[src/rtl/imem_loader_pkg.sv]
// Shared types and constants for the instruction-memory loader.
// The frame layout is: sync byte, 16-bit length in words (LSB first), data words, XOR checksum byte.
package imem_loader_pkg;

  typedef enum logic [2:0] {
    IDLE,
    LEN0,
    LEN1,
    DATA,
    WRITE,
    CKSUM
  } state_t;

  localparam logic [7:0] SYNC_BYTE = 8'hA5;

endpackage

[src/rtl/imem_loader.sv]
// Loads a program image from a byte stream into instruction memory and holds the CPU in reset
// until the image checksum passes; errors leave the CPU held until the next sync byte.
module imem_loader
  import imem_loader_pkg::*;
#(
  parameter int ADDR_W      = 12,
  parameter int TIMEOUT_CYC = 1_000_000
) (
  input  logic              clk,
  input  logic              res,
  input  logic [7:0]        rx_data,
  input  logic              rx_valid,
  output logic              rx_ready,
  output logic              imem_we,
  output logic [ADDR_W-1:0] imem_addr,
  output logic [31:0]       imem_wdata,
  output logic              cpu_res_hold,
  output logic              busy,
  output logic              done,
  output logic              err
);

  localparam int          TW    = $clog2(TIMEOUT_CYC + 1);
  localparam int unsigned DEPTH = 2 ** ADDR_W;

  state_t          state, state_nxt;
  logic [15:0]     len;
  logic [ADDR_W:0] word_cnt;
  logic [1:0]      byte_cnt;
  logic [7:0]      cksum;
  logic [31:0]     wdata;
  logic [TW-1:0]   tcnt;
  logic            hold_r, done_r, err_r;

  logic            accept, timeout, len_bad, more_words;
  logic [15:0]     len_new;
  logic [ADDR_W:0] word_inc;

  // A byte arriving in the expiry cycle suppresses the timeout.
  assign accept     = rx_valid && rx_ready;
  assign timeout    = (state != IDLE) && !accept && (tcnt == TW'(TIMEOUT_CYC - 1));
  assign len_new    = {rx_data, len[7:0]};
  assign len_bad    = (len_new == 16'd0) || (32'(len_new) > DEPTH);
  assign word_inc   = word_cnt + 1'b1;
  assign more_words = 32'(word_inc) < 32'(len);

  always_ff @(posedge clk) begin
    if (res) state <= IDLE;
    else     state <= state_nxt;
  end

  always_comb begin
    state_nxt = state;
    case (state)
      IDLE:    if (accept && rx_data == SYNC_BYTE) state_nxt = LEN0;
      LEN0:    if (accept) state_nxt = LEN1;
      LEN1:    if (accept) state_nxt = len_bad ? IDLE : DATA;
      DATA:    if (accept && byte_cnt == 2'd3) state_nxt = WRITE;
      WRITE:   state_nxt = more_words ? DATA : CKSUM;
      CKSUM:   if (accept) state_nxt = IDLE;
      default: state_nxt = IDLE;
    endcase
    if (timeout) state_nxt = IDLE;
  end

  always_comb begin
    rx_ready = (state != WRITE);
    busy     = (state != IDLE);
    imem_we  = (state == WRITE);
  end

  assign imem_addr    = word_cnt[ADDR_W-1:0];
  assign imem_wdata   = wdata;
  assign cpu_res_hold = hold_r;
  assign done         = done_r;
  assign err          = err_r;

  // Datapath: length capture, word assembly, running checksum and status flags.
  always_ff @(posedge clk) begin
    if (res) begin
      len      <= '0;
      word_cnt <= '0;
      byte_cnt <= '0;
      cksum    <= '0;
      wdata    <= '0;
      tcnt     <= '0;
      hold_r   <= 1'b0;
      done_r   <= 1'b0;
      err_r    <= 1'b0;
    end else begin
      done_r <= 1'b0;
      if (state == IDLE || accept) tcnt <= '0;
      else                         tcnt <= tcnt + 1'b1;
      if (timeout) err_r <= 1'b1;
      case (state)
        IDLE: if (accept && rx_data == SYNC_BYTE) begin
          hold_r   <= 1'b1;
          err_r    <= 1'b0;
          cksum    <= '0;
          word_cnt <= '0;
          byte_cnt <= '0;
        end
        LEN0: if (accept) len[7:0] <= rx_data;
        LEN1: if (accept) begin
          len[15:8] <= rx_data;
          if (len_bad) err_r <= 1'b1;
        end
        DATA: if (accept) begin
          wdata[{byte_cnt, 3'b000} +: 8] <= rx_data;
          cksum    <= cksum ^ rx_data;
          byte_cnt <= byte_cnt + 1'b1;
        end
        WRITE: word_cnt <= word_inc;
        CKSUM: if (accept) begin
          if (rx_data == cksum) begin
            done_r <= 1'b1;
            hold_r <= 1'b0;
          end else begin
            err_r <= 1'b1;
          end
        end
        default: ;
      endcase
    end
  end

endmodule
[config.mk]
export PLATFORM = sky130hd
export DESIGN_NAME = imem_loader
export DESIGN_NICKNAME = d
export VERILOG_FILES = /design/src/rtl/imem_loader_pkg.sv /design/src/rtl/imem_loader.sv
export SDC_FILE = /design/constraint.sdc
export NUM_CORES = 1
export LEC_CHECK = 0
export CORE_ASPECT_RATIO = 1.1
export CORE_MARGIN = 2
export CORE_UTILIZATION = 58
export CTS_BUF_LIST = sky130_fd_sc_hd__clkbuf_4 sky130_fd_sc_hd__clkbuf_8
export DETAILED_ROUTE_END_ITERATION = 8
export GPL_ROUTABILITY_DRIVEN = 0
export PLACE_DENSITY = 0.83
export RECOVER_POWER = 100
export SYNTH_ARGS = -nofsm -noshare
export SYNTH_HDL_FRONTEND = slang
export SYNTH_SLANG_ARGS = --single-unit
export TNS_END_PERCENT = 5
[constraint.sdc]
create_clock -name clk -period 3.1 [get_ports clk]
set_input_delay 0.62 -clock clk [delete_from_list [all_inputs] [get_ports clk]]
set_output_delay 0.62 -clock clk [all_outputs]
set_load 0.1 [all_outputs]
Word level (Yosys, flattened, before mapping)
Index checks and enable logic that the tools add are counted.
{"block": "word_totals", "word_cells": 92, "output_inout_bits": 50, "register_bits": 97, "ramBits": 0, "latchBits": 0, "in_bits": 11, "mem_bits_ro": 0, "mem_count": 0}
{"block": "op_classes", "bitwise_logic": 3, "n_mux": 29, "n_shift": 2, "reduce_logical": 24, "n_eq_ne": 17, "n_div": 0, "add_sub_neg": 4, "multipliers": 0, "magnitude_cmp": 2}
{"operator": "$bwmux W32", "count": 1}
{"operator": "$shift A8 B7 Y32 const A", "count": 1}
{"operator": "$shiftx A8 B7 Y32", "count": 1}
{"operator": "$pmux W13 S2", "count": 1}
{"operator": "$add A20 B1 Y20 const B", "count": 1}
{"operator": "$eq A20 B20 Y1 const B", "count": 1}
{"operator": "$mux W3", "count": 6}
{"operator": "$pmux W3 S6", "count": 1}
{"operator": "$gt A16 B13 Y1 const B", "count": 1}
{"operator": "$logic_not A16 Y1", "count": 1}
{"operator": "$lt A13 B16 Y1", "count": 1}
{"operator": "$mux W8", "count": 2}
{"operator": "$pmux W8 S2", "count": 1}
{"operator": "$ne A2 B2 Y1 const B", "count": 7}
{"operator": "$add A13 B1 Y13 const B", "count": 1}
{"operator": "$mux W13", "count": 1}
{"operator": "$mux W1", "count": 10}
{"operator": "$eq A8 B8 Y1", "count": 1}
{"operator": "$eq A8 B8 Y1 const B", "count": 1}
{"operator": "$reduce_and A2 Y1", "count": 4}
{"operator": "$xor A8 B8 Y8", "count": 1}
{"operator": "$neg A5 Y7", "count": 1}
{"operator": "$eq A3 B2 Y1 const B", "count": 2}
{"operator": "$eq A3 B3 Y1 const B", "count": 2}
{"operator": "other kinds (20)", "count": 31}

Longest topological paths before layout
{"block": "logic_depth", "ltp_word": 9, "mapped_depth": 11, "ltp_nobuf": 11}

Worst setup path after synthesis
OpenSTA, ideal clock, no wires.
{"block": "synth_path", "kind": "register to register", "from": "register word_cnt[0]", "to": "register state[1]", "arrival_time_ns": 2.642, "stages_incl_launch_ff": 12, "t_required_ns": 3.030, "setup_time_ns": 0.070, "synth_period_minus_slack_ns": 2.711, "path_slack_ns": 0.389, "path_cell_list": "dfxtp_1 > ha_1 > nand3_1 > nor3_1 > and3_1 > xor2_1 > ha_1 > and3_1 > a221o_1 > a21oi_1 > o21ai_0 > a21oi_1"}
{"block": "synth_via", "elab_chain_len": 4}
{"element": "start, declared", "line": "imem_loader.sv:28", "source": "logic [ADDR_W:0] word_cnt;"}
{"element": "start signal, assigned", "line": "imem_loader.sv:113", "source": "WRITE: word_cnt <= word_inc;"}
{"element": "$add A13 B1 Y13", "line": "imem_loader.sv:44", "source": "assign word_inc = word_cnt + 1'b1;"}
{"element": "$lt A13 B16 Y1", "line": "imem_loader.sv:45", "source": "assign more_words = 32'(word_inc) < 32'(len);"}
{"element": "$mux W3", "line": "imem_loader.sv:59", "source": "WRITE: state_nxt = more_words ? DATA : CKSUM;"}
{"element": "$pmux W3 S6", "line": "imem_loader.sv:54", "source": "case (state)"}
{"element": "end signal, assigned", "line": "imem_loader.sv:49", "source": "else state <= state_nxt;"}
{"element": "end, declared", "line": "imem_loader.sv:26", "source": "state_t state, state_nxt;"}
No other way between the ends.
A chain may end at the register's enable or synchronous reset.

Worst setup path after layout
{"block": "layout_path", "from": "register word_cnt[1]", "to": "register state[1]"}
Same word-level chain as after synthesis.

==> flow_metrics.tcl <==
set metrics [dict create \
    post_cts_buffers 0 \
    p_total_mw 2.09 \
    synth_cells 616 \
    drtIter0Drc 222 \
    cts_max_level 3 \
    drv_cap 0 \
    via_per_inst 5.65 \
    cp-end-kind "flop" \
    min_period_ns 2.82 \
    ys_warn_count 0 \
    relSlewSlack_pct 20.6 \
    rsz0062_at_grt "false" \
    layout.cells.non_filler 768 \
    p_leak_nw 1.80 \
    cts_root_buf "clkbuf_8" \
    grt_max_degree 54 \
    drcViolationCount 0 \
    startpoint_type "flop" \
    post_cts_resized 0 \
    final_max_slew_viol_count 0 \
    ys_seq_area_share_pct 40.2 \
    yosysMostFrequentCell "dfxtp_1" \
    start_util_pct 60.4 \
    cts_tree "yes" \
    synth_top_area_share_pct 40.2 \
    grt_remaining_overflow 0 \
    synth_edf_count 0 \
    status "finished, final reports clean" \
    numCtsBuffers 9 \
    synth_commonest_cells "dfxtp_1, a21oi_1, nand2_1" \
    nNetsFinal 687 \
    drtPass1Iterations 4 \
    path_clk_slew_ns 0.09 \
    worst_slack_ns 0.282 \
    synth_seq_cells 97 \
    syn_area_per_cell_um2 7.84 \
    antenna_found_initial 0 \
    clockBufferDepth 2 \
    synthTopCellsByArea "dfxtp_1, a21oi_1, nand2_1" \
    area_delta_synth_final_pct 9.76 \
    die-area_mm2 0.00908 \
    setup-tns-final_ns 0 \
    vias 4340 \
    synth.distinct_cells 52 \
    fmax_mhz 355 \
    fin_area_mm2 0.00530 \
    tightest_slew_ns 1.20 \
    hp-class "reg2reg" \
    clock-sinks 97 \
    peakVddDrop_mv 0.237 \
    cp.arrival_ns 3.12 \
    p_per_area_mw_per_mm2 394 \
    diodes 0 \
    gr-usage-all-layers_pct 25.7 \
    drive_gt1_share_pct 5.76 \
    critPathRequiredTime_ns 3.40 \
    worstSetupPathType "reg2reg" \
    place_area_mm2 0.00533 \
    fp.dieH_um 99.7 \
    dp_hpwl_mm 7.88 \
    wl_per_cell_um 14.6 \
    fin_skew_ns 0.00966 \
    place_ws_ns 0.224 \
    num_rows 34 \
    drt_wl_total_mm 11.2 \
    clk_latency_ns 0.38 \
    synth_top_area_cell "dfxtp_1" \
    dp.cells 753 \
    postLayoutCoreUtil_pct 66.3 \
    crit_path_max_fanout 5 \
    finalSetupViolations 0 \
    period_share_pct 90.9 \
    yosys_most_used_dff "dfxtp_1" \
    hold_slack_ns 0.457 \
    portBuffers 60 \
    syn_nets 647 \
    boundaryPins 61 \
    die_w_um 91.0 \
    grt_pass1_vias 4020 \
    grt_pass1_wl_mm 19.0 \
    core_area_mm2 0.00800 \
    num-fill-cells 749 \
    hold_viol_final 0 \
    synthArstFlopShare_pct 0 \
    synth_area_mm2 0.00483 \
    hold_buffers 0 \
    drtAntennaViolNets 0 \
]
[layout make-up]
class	instances	area, um2	share of cell area, %
timing repair buffer	76	395	7.45
clock inverter	5	38.8	0.731
multi-input combinational	448	2560	48.3
inverter	24	90.1	1.70
clock buffer	10	138	2.59
tap	108	135	2.55
sequential	97	1940	36.6
[path summary, 6_finish.rpt]
kind              depth (start not counted)  slack, ns           start             end
hold / removal                            2       0.46  imem_wdata[28]  imem_wdata[28]
setup reg to reg                         12       0.28     word_cnt[1]        state[1]
setup / recovery                         12       0.28     word_cnt[1]        state[1]
hold reg to reg                           2       0.46  imem_wdata[28]  imem_wdata[28]
[sequential cells by signal, summed over array words and instances, names as in the netlist]
| signal | cells |
|---|---|
| tcnt | 20 |
| err | 1 |
| done | 1 |
| len | 16 |
| state | 3 |
| imem_wdata | 32 |
| cksum | 8 |
| byte_cnt | 2 |
| word_cnt | 13 |
| cpu_res_hold | 1 |
[routing by layer]
layer | vias to the layer above | part of all wire, % | wire length [um] | global-route usage [%]
li1 | 2169 | - | - | -
met1 | 2037 | 46 | 5210 | 34.0
met2 | 119 | 47 | 5240 | 42.1
met3 | 15 | 5.4 | 602 | 4.70
met4 | 0 | 1.5 | 170 | 9.21
met5 | - | 0 | 0 | 0
[critical path: stages, from the launching register on]
cell and delay (ns):
dfxtp_1 0.41, ha_2 0.25, nand3_1 0.16, nor3_2 0.21
buf_4 0.16, and3_1 0.20, xor2_1 0.22, ha_1 0.28
and3_1 0.15, a221o_1 0.33, a21oi_1 0.14, o21ai_0 0.09
a21oi_1 0.15
[power breakdown]
part / leakage, nW / internal (mW) / switching, mW / total [mW]
Sequential: 0.781 / 1.25 / 0.000375 / 1.25
Combinational: 0.927 / 0.0259 / 0.0534 / 0.0792
Clock: 0.0891 / 0.315 / 0.449 / 0.764
[layout by cell type (no fill, tap or decap), types with 10 or more instances in the layout]
master | Yosys | final
inv_1 | 23 | 23
nand3_1 | 51 | 51
nand3b_1 | 12 | 12
or3_1 | 11 | 11
buf_4 | 12 | 13
xor2_1 | 16 | 16
ha_1 | 20 | 19
nor3_1 | 13 | 13
dfxtp_1 | 97 | 96
nor2_1 | 66 | 68
xnor2_1 | 19 | 19
clkbuf_8 | 0 | 10
a21oi_1 | 76 | 76
clkbuf_1 | 33 | 50
o21ai_0 | 21 | 21
nand2_1 | 76 | 76
[kinds of logic (layout without fill, tap and decap cells)]
group,Yosys count,in the layout,share of synthesized area [%]
xor+xnor,35,35,6.34
buf+inv,71,115,6.50
compound gates,118,118,13.5
mux,2,2,0.414
fa+ha+maj,20,20,5.18
flops,97,97,40.2
simple gates,273,273,27.9
(Power assumes the default switching activity.)
